==> src/rtl/motor_speed_lock.sv <==
// Revolution-period measurement and speed-lock detector for the spindle motor.
// Declares lock after a run of in-tolerance revolutions; drops on errors, stall or mode change.
module motor_speed_lock #(
  parameter logic [23:0] TOL         = 24'd16667,
  parameter int unsigned LOCK_REVS   = 8,
  parameter int unsigned UNLOCK_REVS = 2,
  parameter logic [23:0] TIMEOUT     = 24'd5000000,
  parameter logic [23:0] TARGET_30HZ = 24'd1666667,
  parameter logic [23:0] TARGET_15HZ = 24'd3333333
) (
  input  logic        i_clk_50m,
  input  logic        i_rst_n,
  input  logic        i_zero_sign,
  input  logic [3:0]  i_freq_mode,
  output logic        o_motor_state,
  output logic [23:0] o_period,
  output logic        o_period_valid,
  output logic        o_lock_lost,
  output logic        o_stall
);

  localparam logic [1:0] IDLE    = 2'd0;
  localparam logic [1:0] ACQUIRE = 2'd1;
  localparam logic [1:0] LOCKED  = 2'd2;

  localparam logic [15:0] LOCK_N     = 16'(LOCK_REVS);
  localparam logic [15:0] UNLOCK_N   = 16'(UNLOCK_REVS);
  localparam logic [23:0] TIMEOUT_M1 = TIMEOUT - 24'd1;

  logic [1:0]  state_q, state_d;
  logic [3:0]  mode_q;
  logic [23:0] cnt_q, cnt_d;
  logic [15:0] good_q, good_d;
  logic [15:0] bad_q, bad_d;
  logic [23:0] period_q, period_d;
  logic        period_valid_d, lock_lost_d, stall_d;
  logic        period_valid_q, lock_lost_q, stall_q, motor_q;

  logic [23:0]        cnt_inc;
  logic [23:0]        target;
  logic signed [24:0] diff;
  logic [24:0]        abs_diff;
  logic               in_tol;
  logic               mode_chg;
  logic               timeout;
  logic [15:0]        good_inc, bad_inc;

  // Counter + 1 with saturation doubles as the measured period on a zero pulse.
  assign cnt_inc  = (cnt_q == 24'hFFFFFF) ? cnt_q : cnt_q + 24'd1;
  assign target   = (mode_q == 4'd1) ? TARGET_15HZ : TARGET_30HZ;
  assign diff     = $signed({1'b0, cnt_inc}) - $signed({1'b0, target});
  assign abs_diff = diff[24] ? 25'(-diff) : 25'(diff);
  assign in_tol   = abs_diff <= {1'b0, TOL};
  // Only a change of the decoded speed counts; codes 0 and 2..15 are equivalent.
  assign mode_chg = (i_freq_mode == 4'd1) != (mode_q == 4'd1);
  assign timeout  = (cnt_q == TIMEOUT_M1) && !i_zero_sign;
  assign good_inc = good_q + 16'd1;
  assign bad_inc  = bad_q + 16'd1;

  always_comb begin
    state_d        = state_q;
    good_d         = good_q;
    bad_d          = bad_q;
    cnt_d          = i_zero_sign ? 24'd0 : cnt_inc;
    period_d       = period_q;
    period_valid_d = 1'b0;
    lock_lost_d    = 1'b0;
    stall_d        = i_zero_sign ? 1'b0 : stall_q;

    // A period captured outside IDLE is always reported, even when not evaluated.
    if (i_zero_sign && (state_q != IDLE)) begin
      period_d       = cnt_inc;
      period_valid_d = 1'b1;
    end

    if (mode_chg && (state_q != IDLE)) begin
      state_d     = ACQUIRE;
      good_d      = 16'd0;
      bad_d       = 16'd0;
      lock_lost_d = (state_q == LOCKED);
    end else if (i_zero_sign) begin
      case (state_q)
        IDLE: begin
          state_d = ACQUIRE;
          good_d  = 16'd0;
          bad_d   = 16'd0;
        end
        ACQUIRE: begin
          if (in_tol) begin
            good_d = good_inc;
            if (good_inc >= LOCK_N) begin
              state_d = LOCKED;
              bad_d   = 16'd0;
            end
          end else begin
            good_d = 16'd0;
          end
        end
        LOCKED: begin
          if (in_tol) begin
            bad_d = 16'd0;
          end else begin
            bad_d = bad_inc;
            if (bad_inc >= UNLOCK_N) begin
              state_d     = ACQUIRE;
              good_d      = 16'd0;
              lock_lost_d = 1'b1;
            end
          end
        end
        default: state_d = IDLE;
      endcase
    end else if (timeout) begin
      state_d     = IDLE;
      stall_d     = 1'b1;
      lock_lost_d = (state_q == LOCKED);
    end
  end

  always_ff @(posedge i_clk_50m or negedge i_rst_n) begin
    if (!i_rst_n) begin
      state_q        <= IDLE;
      mode_q         <= 4'd0;
      cnt_q          <= 24'd0;
      good_q         <= 16'd0;
      bad_q          <= 16'd0;
      period_q       <= 24'd0;
      period_valid_q <= 1'b0;
      lock_lost_q    <= 1'b0;
      stall_q        <= 1'b0;
      motor_q        <= 1'b0;
    end else begin
      state_q        <= state_d;
      mode_q         <= i_freq_mode;
      cnt_q          <= cnt_d;
      good_q         <= good_d;
      bad_q          <= bad_d;
      period_q       <= period_d;
      period_valid_q <= period_valid_d;
      lock_lost_q    <= lock_lost_d;
      stall_q        <= stall_d;
      motor_q        <= (state_d == LOCKED);
    end
  end

  assign o_motor_state  = motor_q;
  assign o_period       = period_q;
  assign o_period_valid = period_valid_q;
  assign o_lock_lost    = lock_lost_q;
  assign o_stall        = stall_q;

endmodule

==> config.mk <==
export PLATFORM = sky130hd
export DESIGN_NAME = motor_speed_lock
export DESIGN_NICKNAME = d
export VERILOG_FILES = /design/src/rtl/motor_speed_lock.sv
export SDC_FILE = /design/constraint.sdc
export NUM_CORES = 1
export LEC_CHECK = 0
export ABC_CLOCK_PERIOD_IN_PS = 6470
export BUFFER_PORTS_ARGS = -buffer_cell sky130_fd_sc_hd__clkbuf_2
export CAP_MARGIN = 20
export CORE_MARGIN = 3
export CORE_UTILIZATION = 30
export CTS_BUF_LIST = sky130_fd_sc_hd__clkbuf_4
export CTS_CLUSTER_SIZE = 24
export DETAILED_ROUTE_END_ITERATION = 8
export PLACE_DENSITY = 0.53
export SYNTH_ARGS = -nofsm -noshare
export SYNTH_HDL_FRONTEND = slang
export SYNTH_SLANG_ARGS = --single-unit
==> constraint.sdc <==
create_clock -name i_clk_50m -period 6.47 [get_ports i_clk_50m]
set_clock_uncertainty 0.1 [all_clocks]
set_input_delay 0.647 -clock i_clk_50m [delete_from_list [all_inputs] [get_ports i_clk_50m]]
set_output_delay 0.647 -clock i_clk_50m [all_outputs]
set_load 0.02 [all_outputs]
==> results.md, run 1 <==
* Pre-CTS setup slack at -0.0635 ns
* Detail Route Antenna Nets at 0
* CTS Root Cell: clkbuf_4
* Global Route Usage Sum at between 10% and 20%
* CP Data Arrival Time at 6.73 ns
* CTS sink cnt at 90
* First-pass GRT wire length at around 33 mm
* Slowest stage delay, CP at a little under 0.7 ns
* DR WL/cell at 15.9 um
* Crit path buf inv count at 4
* CP Class: reg -> reg
* Latest clock arrival within the worst-skew pair at approximately 0.45 ns
* DP Area at between 8000 and 9000 um2
* Initial Util at 30.8%
* Sequential share of power at ~55%
* Comb power frac at 13.6%
* Hold crit path type: in -> reg
* Total net switching power at around 300 uW
* Period Utilization, post-route at 100%
* CTS tree: built
* Pint at between 700 and 800 uW
* Layout cells sized above 1 at 23.5%
* Hold Vio Cnt, Final at 0
* Clock Power Share at roughly a third
* Unrepaired setup endpoints after global routing: true
* Total die area at roughly 25000 um2
* Critical path, cell by cell: ha_2, and4_1, nand4_1, buf_4, nor3_4, or2_1, inv_1, fa_2, nand3_2, and3_4, nor3_1, a2111o_2, xnor2_2, or4_4, or4_4, buf_4, or4_1, a21o_1, nand4_1, o2111ai_1, or4_4, o21ai_4, buf_12, o221ai_2
* Final GP Congestion at about 0.86
* Lkg Pwr at roughly 0.0039 uW
* FF-to-FF End: bad_q[3]
* Worst-path fanout max at 8
* Post-synth EDFFs at 0
* Grt ovf at 0
* Nets at between 900 and 1000
* Hold Path Cell Cnt at 1
* Startpoint Class: flip-flop
* Number of distinct library cells after synthesis at between 80 and 90
* Endpoints failing setup at 17
* Final Cell Area at roughly 8600 um2
* Post-DP HPWL at 14.9 mm
* PortBufs at 34
* Vias in the first global route at about 6400
* Most used cell along the critical path: or4_4
* R2R depth at 24
* Slowest cell on crit path: or4_4
* Slew margin rel. at 40.8%
* Hold EP: mode_q[3]
* DRC Markers at 0
* Max capacitance violation total at 0
* Core area at ~23000 um2
* Routed Wire Length at between 20 and 25 mm
* Clk buf depth at 2
* Critical Path RT at 6.70 ns
* Cell row count at 55
* Max Freq at around 0.15 GHz
* Setup TNS at -0.210 ns
* Violated checks: setup timing
* Vias at around 6900
* Final min period at 6.49 ns
* Sw Ratio at around 29%
* Worst hold start: i_freq_mode[3]
* Synthesized area per cell at just over 8 um2
* PwrDens at roughly 120 nW/um2
* Mapped Cells at 865
* Top_reg_cell synth: dfrtp_1
* Synth Cell Area at around 7000 um2
* R2R setup slack at -0.02 ns
* Yosys warnings at 0
* Die Y at about 160 um
* Post-Route Utilization at 37.9%
* Critical path endpoint category: flip-flop
* Antenna violations before repair at 1
* VDD IR max at 0.0668 mV
* Net Count, Synth at 892
* CTS Buf Count at 9
* Sequential area share after synthesis at between 30% and 40%
* DR vias/cell at 5.33
* Post-synthesis register bit count at 90
* I/O Pins at 35
* 1st-iter DRT viols at a little over 500
* Status: finished, violations left
* Largest net degree at the start of global routing at between 60 and 70
* Worst setup slack after layout at -0.0221 ns
* Worst slew pin tran at between 0.8 and 0.9 ns
* Synth async-reset ratio at between 90% and 100%
* CTS clk-pin slew, worst paths at roughly 0.16 ns
* First drt pass iteration count at 5
* Die width at approximately 160 um
* Critical path's top delay family: simple AND/OR/NAND/NOR gates
* Worst R2R Start: cnt_q[1]
* Slew Viols, Final at 0
* Area grow syn2layout at 23.0%
* CTS HTree Levels at 3
[registers in the layout (all words and copies together) (netlist names)]
signal	cells
o_lock_lost	1
o_stall	1
good_q	16
o_period_valid	1
state_q	2
mode_q	4
o_period	24
o_motor_state	1
cnt_q	24
bad_q	16
[cells by family (layout without fill, tap and decap cells)]
group | Yosys count | after routing | synth area share [%]
other | 0 | 1 | 0
adder cells (fa/ha/maj) | 20 | 20 | 3.67
flip-flops | 90 | 90 | 32.1
buffers and inverters | 89 | 196 | 5.15
AO/OA/AOI/OAI | 226 | 226 | 21.9
XOR/XNOR | 41 | 41 | 5.12
multiplexers | 13 | 13 | 1.93
AND/OR/NAND/NOR | 386 | 386 | 30.2
[area by class of cell]
type,count,area [um2]
Clock inverter,5,55.1
Clock buffer,11,82.6
Antenna cell,1,2.50
Fill cell,2324,14100
Inverter,49,184
Multi-Input combinational cell,686,4690
Tap cell,313,392
Timing Repair Buffer,131,970
Sequential cell,90,2250
[power groups by stage]
stage	clock [uW]	combinational, uW	sequential (uW)
2_1_floorplan	0	67.7	589
3_3_place_gp	0	126	585
3_5_place_dp	0	126	585
4_1_cts	344	129	575
5_1_grt	367	157	576
6_report	332	143	575
[how the worst max path moves through the flow]
stage | start | endpoint | cells past startpoint
finish | cnt_q[1] | bad_q[3] | 24
global route | cnt_q[1] | good_q[7] | 24
CTS | cnt_q[1] | good_q[1] | 21
detailed placement | cnt_q[1] | good_q[15] | 22
global placement | cnt_q[0] | bad_q[4] | 22
floorplan | cnt_q[0] | o_motor_state | 24
[routing by layer]
metal / track usage [%] / routed length [um] / vias up
met5: 0 / 0 / -
met4: 4.02 / 234 / 0
met3: 1.46 / 654 / 20
met2: 25.7 / 9700 / 140
met1: 21.7 / 9800 / 3279
li1: - / - / 3421
[timing repair]
item / CTS / global route
cloned: 0 / 1
endpoints found under the setup margin: 34 / 36
hold endpoints to repair: 26 / 0
pin swaps: 9 / 20
hold buffers: 1 / 0
gates resized for setup: 9 / 46
setup buffers: 8 / 8
[layout by cell type, fill, tap and decap left out, drive strengths merged, types with 7 or more instances in the layout]
master and count:
nand2b 9, a31oi 9, and2 7, nand3b 7
a211oi 17, nor2b 7, nand4 20, inv 49
and3 22, xor2 17, o22ai 7, o31ai 8
nor4 22, nor2 66, a21oi 32, or2 10
or3 18, o211ai 13, clkbuf 45, nor3 31
nor4b 7, mux2i 9, a21o 22, or4 9
nand3 56, o21ai 62, dfrtp 90, ha 19
xnor2 24, nand2 79, buf 96
[synth_stat cells, types with 9 or more instances]
library cell / number / share of area (%)
nand2_1: 78 / 4.2
or3_1: 17 / 1.5
inv_1: 47 / 2.5
a211oi_1: 17 / 1.8
and3_1: 22 / 2.0
xnor2_1: 24 / 3.0
a31oi_1: 9 / 0.80
dfrtp_1: 90 / 32
a21o_1: 22 / 2.4
ha_1: 19 / 3.4
nand2b_1: 9 / 0.80
or2_2: 9 / 0.80
xor2_1: 17 / 2.1
buf_2: 10 / 0.71
o21ai_1: 11 / 0.78
a21oi_1: 30 / 2.1
o211ai_1: 13 / 1.4
nand3_1: 54 / 3.9
nor3_1: 31 / 2.2
nor2_1: 66 / 3.5
o21ai_0: 50 / 3.6
clkbuf_1: 24 / 1.3
nand4_1: 18 / 1.6
nor4_1: 18 / 1.6
mux2i_1: 9 / 1.3
[metrics by stage]
stage / hold slack [ns] / instances / power, uW
after floorplan: 0.251 / 865 / 657
after global placement: 0.366 / 1250 / 712
after detailed placement: 0.372 / 1250 / 712
after CTS: 0.183 / 1275 / 1050
after global routing: 0.181 / 1286 / 1100
final: 0.215 / 1286 / 1050
(Power assumes the default switching activity.)
==> run 2: changes to the inputs <==
- CELL_PAD_IN_SITES_DETAIL_PLACEMENT: not set -> 1
- CELL_PAD_IN_SITES_GLOBAL_PLACEMENT: not set -> 1
- PLACE_DENSITY: 0.53 -> 0.65
- SLEW_MARGIN: not set -> 15
==> results.md, run 2 (same netlist as run 1, synthesis figures left out) <==
* Status: finished, violations left (unchanged)
* Violated checks: setup timing (unchanged)
* Worst-path fanout max at 8 (unchanged)
* R2R depth at 22 (was 24)
* CP Class: reg -> reg (unchanged)
* DP Area at 8080 um2 (was 8070 um2)
* CP startpoint: cnt_q[19] (was cnt_q[1])
* Period Utilization, post-route at 101% (was 100%)
* Grt ovf at 0 (unchanged)
* Die width at 159 um (unchanged)
* CP Data Arrival Time at 6.80 ns (was 6.73 ns)
* Final GP Congestion at 0.882 (was 0.862)
* Largest net degree at the start of global routing at 70 (was 65)
* Hold Vio Cnt, Final at 0 (unchanged)
* Total die area at 25300 um2 (unchanged)
* Core area at 22800 um2 (unchanged)
* VDD IR max at 0.0895 mV (was 0.0668 mV)
* CTS sink cnt at 90 (unchanged)
* Nets at 1017 (was 994)
* Final Cell Area at 9170 um2 (was 8630 um2)
* Commonest non-fill, non-tap cell in the layout: buf_4
* PortBufs at 34 (unchanged)
* Max capacitance violation total at 0 (unchanged)
* First drt pass iteration count at 5 (unchanged)
* Crit path buf inv count at 3 (was 4)
* Critical path, cell by cell: and4_1, nand4_1, buf_4, nor3_4, or2_1, inv_2, fa_2, nand3_2, and3_4, nor3_1, a2111o_2, xnor2_2, or4_4, or4_4, or3_4, or4b_4, o21ai_4, a211oi_4, or4_4, o21ai_4, clkbuf_16, mux2i_1 (was ha_2, and4_1, nand4_1, buf_4, nor3_4, or2_1, inv_1, fa_2, nand3_2, and3_4, nor3_1, a2111o_2, xnor2_2, or4_4, or4_4, buf_4, or4_1, a21o_1, nand4_1, o2111ai_1, or4_4, o21ai_4, buf_12, o221ai_2)
* Detail Route Antenna Nets at 0 (unchanged)
* Max Freq at 0.152 GHz (was 0.154 GHz)
* CP endpoint: bad_q[0] (was bad_q[3])
* PwrDens at 114 nW/um2 (was 122 nW/um2)
* I/O Pins at 35 (unchanged)
* Initial Util at 30.8% (unchanged)
* Critical Path RT at 6.71 ns (was 6.70 ns)
* Worst R2R Start: cnt_q[19] (was cnt_q[1])
* Hold crit path type: in -> reg (unchanged)
* Worst hold start: i_freq_mode[2] (was i_freq_mode[3])
* Endpoints failing setup at 24 (was 17)
* Most used cell along the critical path: or4_4 (unchanged)
* Routing usage on met3 at 2.14% (was 1.46%)
* Most frequent cells in the layout: buf_4 (105), dfrtp_1 (90), nand2_1 (77), nor2_1 (66), nand3_1 (52) (was dfrtp_1 (90), buf_4 (90), nand2_1 (77), nor2_1 (65), nand3_1 (52))
* Area grow syn2layout at 30.6% (was 23.0%)
* Die Y at 159 um (unchanged)
* Global Route Usage Sum at 18.0% (was 15.5%)
* Antenna violations before repair at 1 (unchanged)
* Vias in the first global route at 7202 (was 6379)
* Post-DP HPWL at 16.6 mm (was 14.9 mm)
* Routed Wire Length at 23.8 mm (was 20.4 mm)
* Global routing usage on met2 at 30.9% (was 25.7%)
* CTS tree: built (unchanged)
* Slowest cell on crit path: or4_4 (unchanged)
* Busiest layer in global routing: met2 (unchanged)
* DR WL/cell at 18.2 um (was 15.9 um)
* Startpoint Class: flip-flop (unchanged)
* FF-to-FF End: bad_q[0] (was bad_q[3])
* Unrepaired setup endpoints after global routing: true (unchanged)
* R2R setup slack at -0.09 ns (was -0.02 ns)
* WP depth at 22 (was 24)
* Vias at 7113 (was 6860)
* Critical path's top delay family: simple AND/OR/NAND/NOR gates (unchanged)
* Slowest stage delay, CP at 0.69 ns (was 0.68 ns)
* Slew Viols, Final at 0 (unchanged)
* 1st-iter DRT viols at 422 (was 510)
* Slew margin rel. at 19.8% (was 40.8%)
* Fill count at 2690 (was 2324)
* CTS clk-pin slew, worst paths at 0.18 ns (was 0.16 ns)
* DRC Markers at 0 (unchanged)
* First-pass GRT wire length at 38.0 mm (was 32.8 mm)
* CTS Root Cell: clkbuf_4 (unchanged)
* CTS HTree Levels at 3 (unchanged)
* Global Route met1 Usage at 24.2% (was 21.7%)
* DR vias/cell at 5.43 (was 5.33)
* Worst setup slack after layout at -0.0905 ns (was -0.0221 ns)
* Critical path endpoint category: flip-flop (unchanged)
* Final min period at 6.56 ns (was 6.49 ns)
* Layout cells sized above 1 at 28.1% (was 23.5%)
* Lkg Pwr at 0.00404 uW (was 0.00386 uW)
* CTS Buf Count at 9 (unchanged)
* Pwr Total at 1050 uW (about the same)
* Latest clock arrival within the worst-skew pair at 0.47 ns (was 0.45 ns)
* Cell row count at 55 (unchanged)
* Clk buf depth at 2 (unchanged)
* Worst slew pin tran at 1.20 ns (was 0.886 ns)
## run 2: how the worst min path moves through the flow
stage | endpoint | slack [ns] | cells past startpoint
floorplan | bad_q[0] | 0.25 | 0
global placement | o_period[0] | 0.37 | 2
detailed placement | o_period[3] | 0.37 | 2
CTS | mode_q[2] | 0.13 | 1
global route | mode_q[3] | 0.11 | 1
finish | mode_q[2] | 0.17 | 1
## run 2: per-stage QoR
stage               setup WS (ns)  hold slack, ns  utilization, %  std cells  TNS, ns
finish                    -0.0905           0.170            40.2       1309    -1.13
detailed placement         -0.129           0.374            35.5       1250    -2.16
CTS                       0.00355           0.133            37.6       1286        0
global placement           0.0320           0.365            35.5       1250        0
floorplan                  0.0224           0.251               -        865        0
global route               -0.354           0.113            40.2       1309   -10.48
## run 2: worst reg2reg max path: cells and delay by family (launching register included)
family          cells  cell delay [ns]
mux                 1             0.07
fa+ha+maj           1             0.39
compound gates      4             1.00
buf+inv             3             0.50
xor+xnor            1             0.15
flops               1             0.41
simple gates       12             3.82
## run 2: layer usage
metal	routed length, um	up-vias
met4	405	0
met5	0	-
met2	11700	91
met3	548	27
li1	-	3466
met1	11100	3529
## run 2: repair_timing
| item | in CTS | in global routing |
|---|---|---|
| pin swaps | 20 | 37 |
| resized for setup | 32 | 69 |
| hold endpoints to repair | 21 | 0 |
| hold buffers | 1 | 0 |
| gates cloned | 3 | 3 |
| buffers inserted | 16 | 18 |
| setup endpoints to repair | 35 | 36 |
## run 2: layout make-up
cell class | count | area (um2) | area share [%]
flip-flops and latches | 90 | 2250 | 24.6
inverters | 49 | 184 | 2.01
well taps | 313 | 392 | 4.27
repair buffers | 153 | 1260 | 13.7
clock buffers | 9 | 67.6 | 0.737
clock inverters | 7 | 53.8 | 0.587
diodes | 1 | 2.50 | 0.0273
multi-input cells | 687 | 4950 | 54.1
## run 2: where the power goes
part | internal (uW) | switching, uW
logic | 64.4 | 101
clock network | 81.8 | 223
registers | 570 | 5.68
==> run 3: changes to the inputs <==
- ABC_AREA: not set -> 1
- CORE_MARGIN: 3 -> not set
- PLACE_DENSITY: 0.65 -> 0.67
==> results.md, run 3 <==
* Status: finished clean (was finished, violations left)
* PortBufs at 34 (unchanged)
* Critical Path RT at 6.73 ns (was 6.71 ns)
* Antenna violations before repair at 0 (was 1)
* DRC Markers at 0 (unchanged)
* Total die area at 24100 um2 (was 25300 um2)
* Final GP Congestion at 0.853 (was 0.882)
* Commonest non-fill, non-tap cell in the layout: nand2_1 (was buf_4)
* CTS sink cnt at 90 (unchanged)
* Sequential share of power at 55.4% (was 55.0%)
* Pint at 734 uW (was 716 uW)
* Post-DP HPWL at 16.7 mm (was 16.6 mm)
* Pre-CTS setup slack at 0.488 ns (was -0.129 ns)
* Met3 Wirelength at 697 um (was 548 um)
* Worst-path fanout max at 27 (was 8)
* Max Freq at 0.176 GHz (was 0.152 GHz)
* Synth cell count leaders: nand2_1 (296), inv_1 (150), nor2_1 (115) (was dfrtp_1 (90), nand2_1 (78), nor2_1 (66))
* First-pass GRT wire length at 34.4 mm (was 38.0 mm)
* Sw Ratio at 29.5% (was 31.5%)
* Endpoints failing setup at 0 (was 24)
* CP Class: reg -> reg (unchanged)
* Latest clock arrival within the worst-skew pair at 0.44 ns (was 0.47 ns)
* PwrDens at 135 nW/um2 (was 114 nW/um2)
* Comb power frac at 13.1% (was 15.8%)
* Grt ovf at 0 (unchanged)
* Top cells by area, synth: dfrtp_1 (32%), nand2_1 (16%), inv_1 (8.0%) (was dfrtp_1 (32%), nand2_1 (4.2%), nand3_1 (3.9%))
* Synth async-reset ratio at 100% (unchanged)
* VDD IR max at 0.0862 mV (was 0.0895 mV)
* DR vias/cell at 4.74 (was 5.43)
* Vias at 6606 (was 7113)
* Cell row count at 55 (unchanged)
* CTS tree: built (unchanged)
* Nets at 1103 (was 1017)
* Top_reg_cell synth: dfrtp_1 (unchanged)
* Startpoint Class: flip-flop (unchanged)
* Critical path endpoint category: flip-flop (unchanged)
* Slowest cell on crit path: dfrtp_1 (was or4_4)
* Largest net degree at the start of global routing at 69 (was 70)
* Die width at 155 um (was 159 um)
* Worst setup slack after layout at 0.796 ns (was -0.0905 ns)
* Die Y at 155 um (was 159 um)
* Most used cell along the critical path: nand2_1 (was or4_4)
* Net Count, Synth at 1070 (was 892)
* Yosys top cell area share at 32.0% (was 32.1%)
* Max capacitance violation total at 0 (unchanged)
* Most frequent cells in the layout: nand2_1 (296), inv_1 (150), nor2_1 (115), dfrtp_1 (90), nand3_1 (81) (was buf_4 (105), dfrtp_1 (90), nand2_1 (77), nor2_1 (66), nand3_1 (52))
* Hold Vio Cnt, Final at 0 (unchanged)
* Slowest stage delay, CP at 0.43 ns (was 0.69 ns)
* R2R depth at 31 (was 22)
* Area grow syn2layout at 9.53% (was 30.6%)
* Slew Viols, Final at 0 (unchanged)
* Final min period at 5.67 ns (was 6.56 ns)
* Lkg Pwr at 0.00380 uW (was 0.00404 uW)
* Count leader, synth: nand2_1 (was dfrtp_1)
* CP Data Arrival Time at 5.93 ns (was 6.80 ns)
* Fill count at 3003 (was 2690)
* Detail Route Antenna Nets at 0 (unchanged)
* 1st-iter DRT viols at 328 (was 422)
* Worst hold start: i_freq_mode[2] (unchanged)
* Worst R2R Start: cnt_q[0] (was cnt_q[19])
* CTS Buf Count at 9 (unchanged)
* FF-to-FF End: bad_q[15] (was bad_q[0])
* Worst slew pin tran at 0.872 ns (was 1.20 ns)
* I/O Pins at 35 (unchanged)
* Setup Fix Bufs, Post-CTS at 0 (was 16)
* Synthesized area per cell at 6.75 um2 (was 8.11 um2)
* CTS clk-pin slew, worst paths at 0.15 ns (was 0.18 ns)
* Unrepaired setup endpoints after global routing: false (was true)
* Hold EP: mode_q[2] (unchanged)
* Layout cells sized above 1 at 12.0% (was 28.1%)
* First drt pass iteration count at 4 (was 5)
* CTS HTree Levels at 3 (unchanged)
* Hold Path Cell Cnt at 1 (unchanged)
* DR WL/cell at 14.8 um (was 18.2 um)
* Initial Util at 30.8% (about the same)
* Period Utilization, post-route at 87.7% (was 101%)
* Setup TNS at 0 ns (was -1.13 ns)
* Synth Cell Area at 7040 um2 (was 7020 um2)
* Global Route Usage Sum at 17.8% (was 18.0%)
* Clk buf depth at 2 (unchanged)
* Highest metal layer with signal wires: met4 (unchanged)
* Core area at 22800 um2 (about the same)
* CTS Root Cell: clkbuf_4 (unchanged)
* Wl on met1 at 10.1 mm (was 11.1 mm)
* Post-synth EDFFs at 0 (unchanged)
* Clock Power Share at 31.6% (was 29.1%)
* Met2 wire len at 9.63 mm (was 11.7 mm)
* R2R setup slack at 0.80 ns (was -0.09 ns)
* Number of distinct library cells after synthesis at 46 (was 82)
* Vias in the first global route at 6758 (was 7202)
* Routed Wire Length at 20.6 mm (was 23.8 mm)
* Yosys warnings at 0 (unchanged)
* Post-synthesis register bit count at 90 (unchanged)
* Yosys top cell by area: dfrtp_1 (unchanged)
* Hold crit path type: in -> reg (unchanged)
* Sequential area share after synthesis at 32.0% (was 32.1%)
* N_diodes at 0 (was 1)
* Mapped Cells at 1043 (was 865)
* Total net switching power at 306 uW (was 330 uW)
* Slew margin rel. at 41.8% (was 19.8%)
-- run 3: layout make-up --
class | count | area [um2] | area share, %
clock buffers | 10 | 75.1 | 0.974
clock inverters | 6 | 66.3 | 0.860
inverters | 156 | 588 | 7.63
multi-input cells | 780 | 4110 | 53.2
flip-flops and latches | 90 | 2250 | 29.2
well taps | 313 | 392 | 5.08
repair buffers | 39 | 233 | 3.02
-- run 3: how the worst max path moves through the flow --
stage	startpoint	endpoint	slack, ns	depth (start not counted)
6_report	cnt_q[0]	bad_q[15]	0.80	31
5_1_grt	cnt_q[0]	bad_q[15]	0.07	31
4_1_cts	cnt_q[0]	bad_q[15]	0.42	32
3_5_place_dp	cnt_q[0]	bad_q[15]	0.49	32
3_3_place_gp	cnt_q[0]	good_q[11]	0.77	33
2_1_floorplan	cnt_q[0]	good_q[6]	1.87	34
-- run 3: logic make-up (layout without fill, tap and decap cells) --
| kind of cell | Yosys count | count (layout) | synth area share (%) |
|---|---|---|---|
| buffers and inverters | 173 | 211 | 9.92 |
| AND/OR/NAND/NOR | 610 | 610 | 39.5 |
| adder cells (fa/ha/maj) | 20 | 20 | 3.66 |
| XOR/XNOR | 45 | 45 | 5.97 |
| flip-flops | 90 | 90 | 32.0 |
| AO/OA/AOI/OAI | 105 | 105 | 9.01 |
-- run 3: through the flow --
| step | cells | power (uW) | hold WS (ns) | util, % | instance area [um2] |
|---|---|---|---|---|---|
| 3_5_place_dp | 1377 | 723 | 0.369 | 33.0 | 7540 |
| 3_3_place_gp | 1376 | 720 | 0.365 | 32.9 | 7510 |
| 6_report | 1394 | 1040 | 0.204 | 33.8 | 7710 |
| 2_1_floorplan | 1043 | 674 | 0.251 | - | 7040 |
| 5_1_grt | 1394 | 1100 | 0.160 | 33.8 | 7710 |
| 4_1_cts | 1394 | 1060 | 0.165 | 33.7 | 7690 |
-- run 3: metal layers --
| layer | vias up | GRT usage [%] |
|---|---|---|
| li1 | 3368 | - |
| met1 | 3160 | 23.6 |
| met4 | 0 | 3.08 |
| met3 | 15 | 3.37 |
| met5 | - | 0 |
| met2 | 63 | 30.3 |
-- run 3: worst max-delay path, delay by kind of cell, from the launching register on --
| kind | cells | cell delay [ns] |
|---|---|---|
| AOI/OAI and AO/OA | 4 | 0.97 |
| xor gates and xnor gates | 1 | 0.23 |
| adders and majority gates | 2 | 0.58 |
| buffers and inverters | 2 | 0.38 |
| DFF | 1 | 0.43 |
| and+or+nand+nor | 22 | 2.89 |
-- run 3: power by group through the flow --
stage          Combinational, uW  Sequential (uW)  Clock (uW)
2_1_floorplan               81.0              593           0
5_1_grt                      155              577         365
3_3_place_gp                 134              586           0
3_5_place_dp                 136              586           0
6_report                     136              576         328
4_1_cts                      138              576         344
-- run 3: what timing repair did --
| item | CTS | global route |
|---|---|---|
| hold endpoints to repair | 22 | 0 |
| endpoints found under the setup margin | 0 | 30 |
| resized for setup | 0 | 4 |
| hold buffers | 1 | 0 |
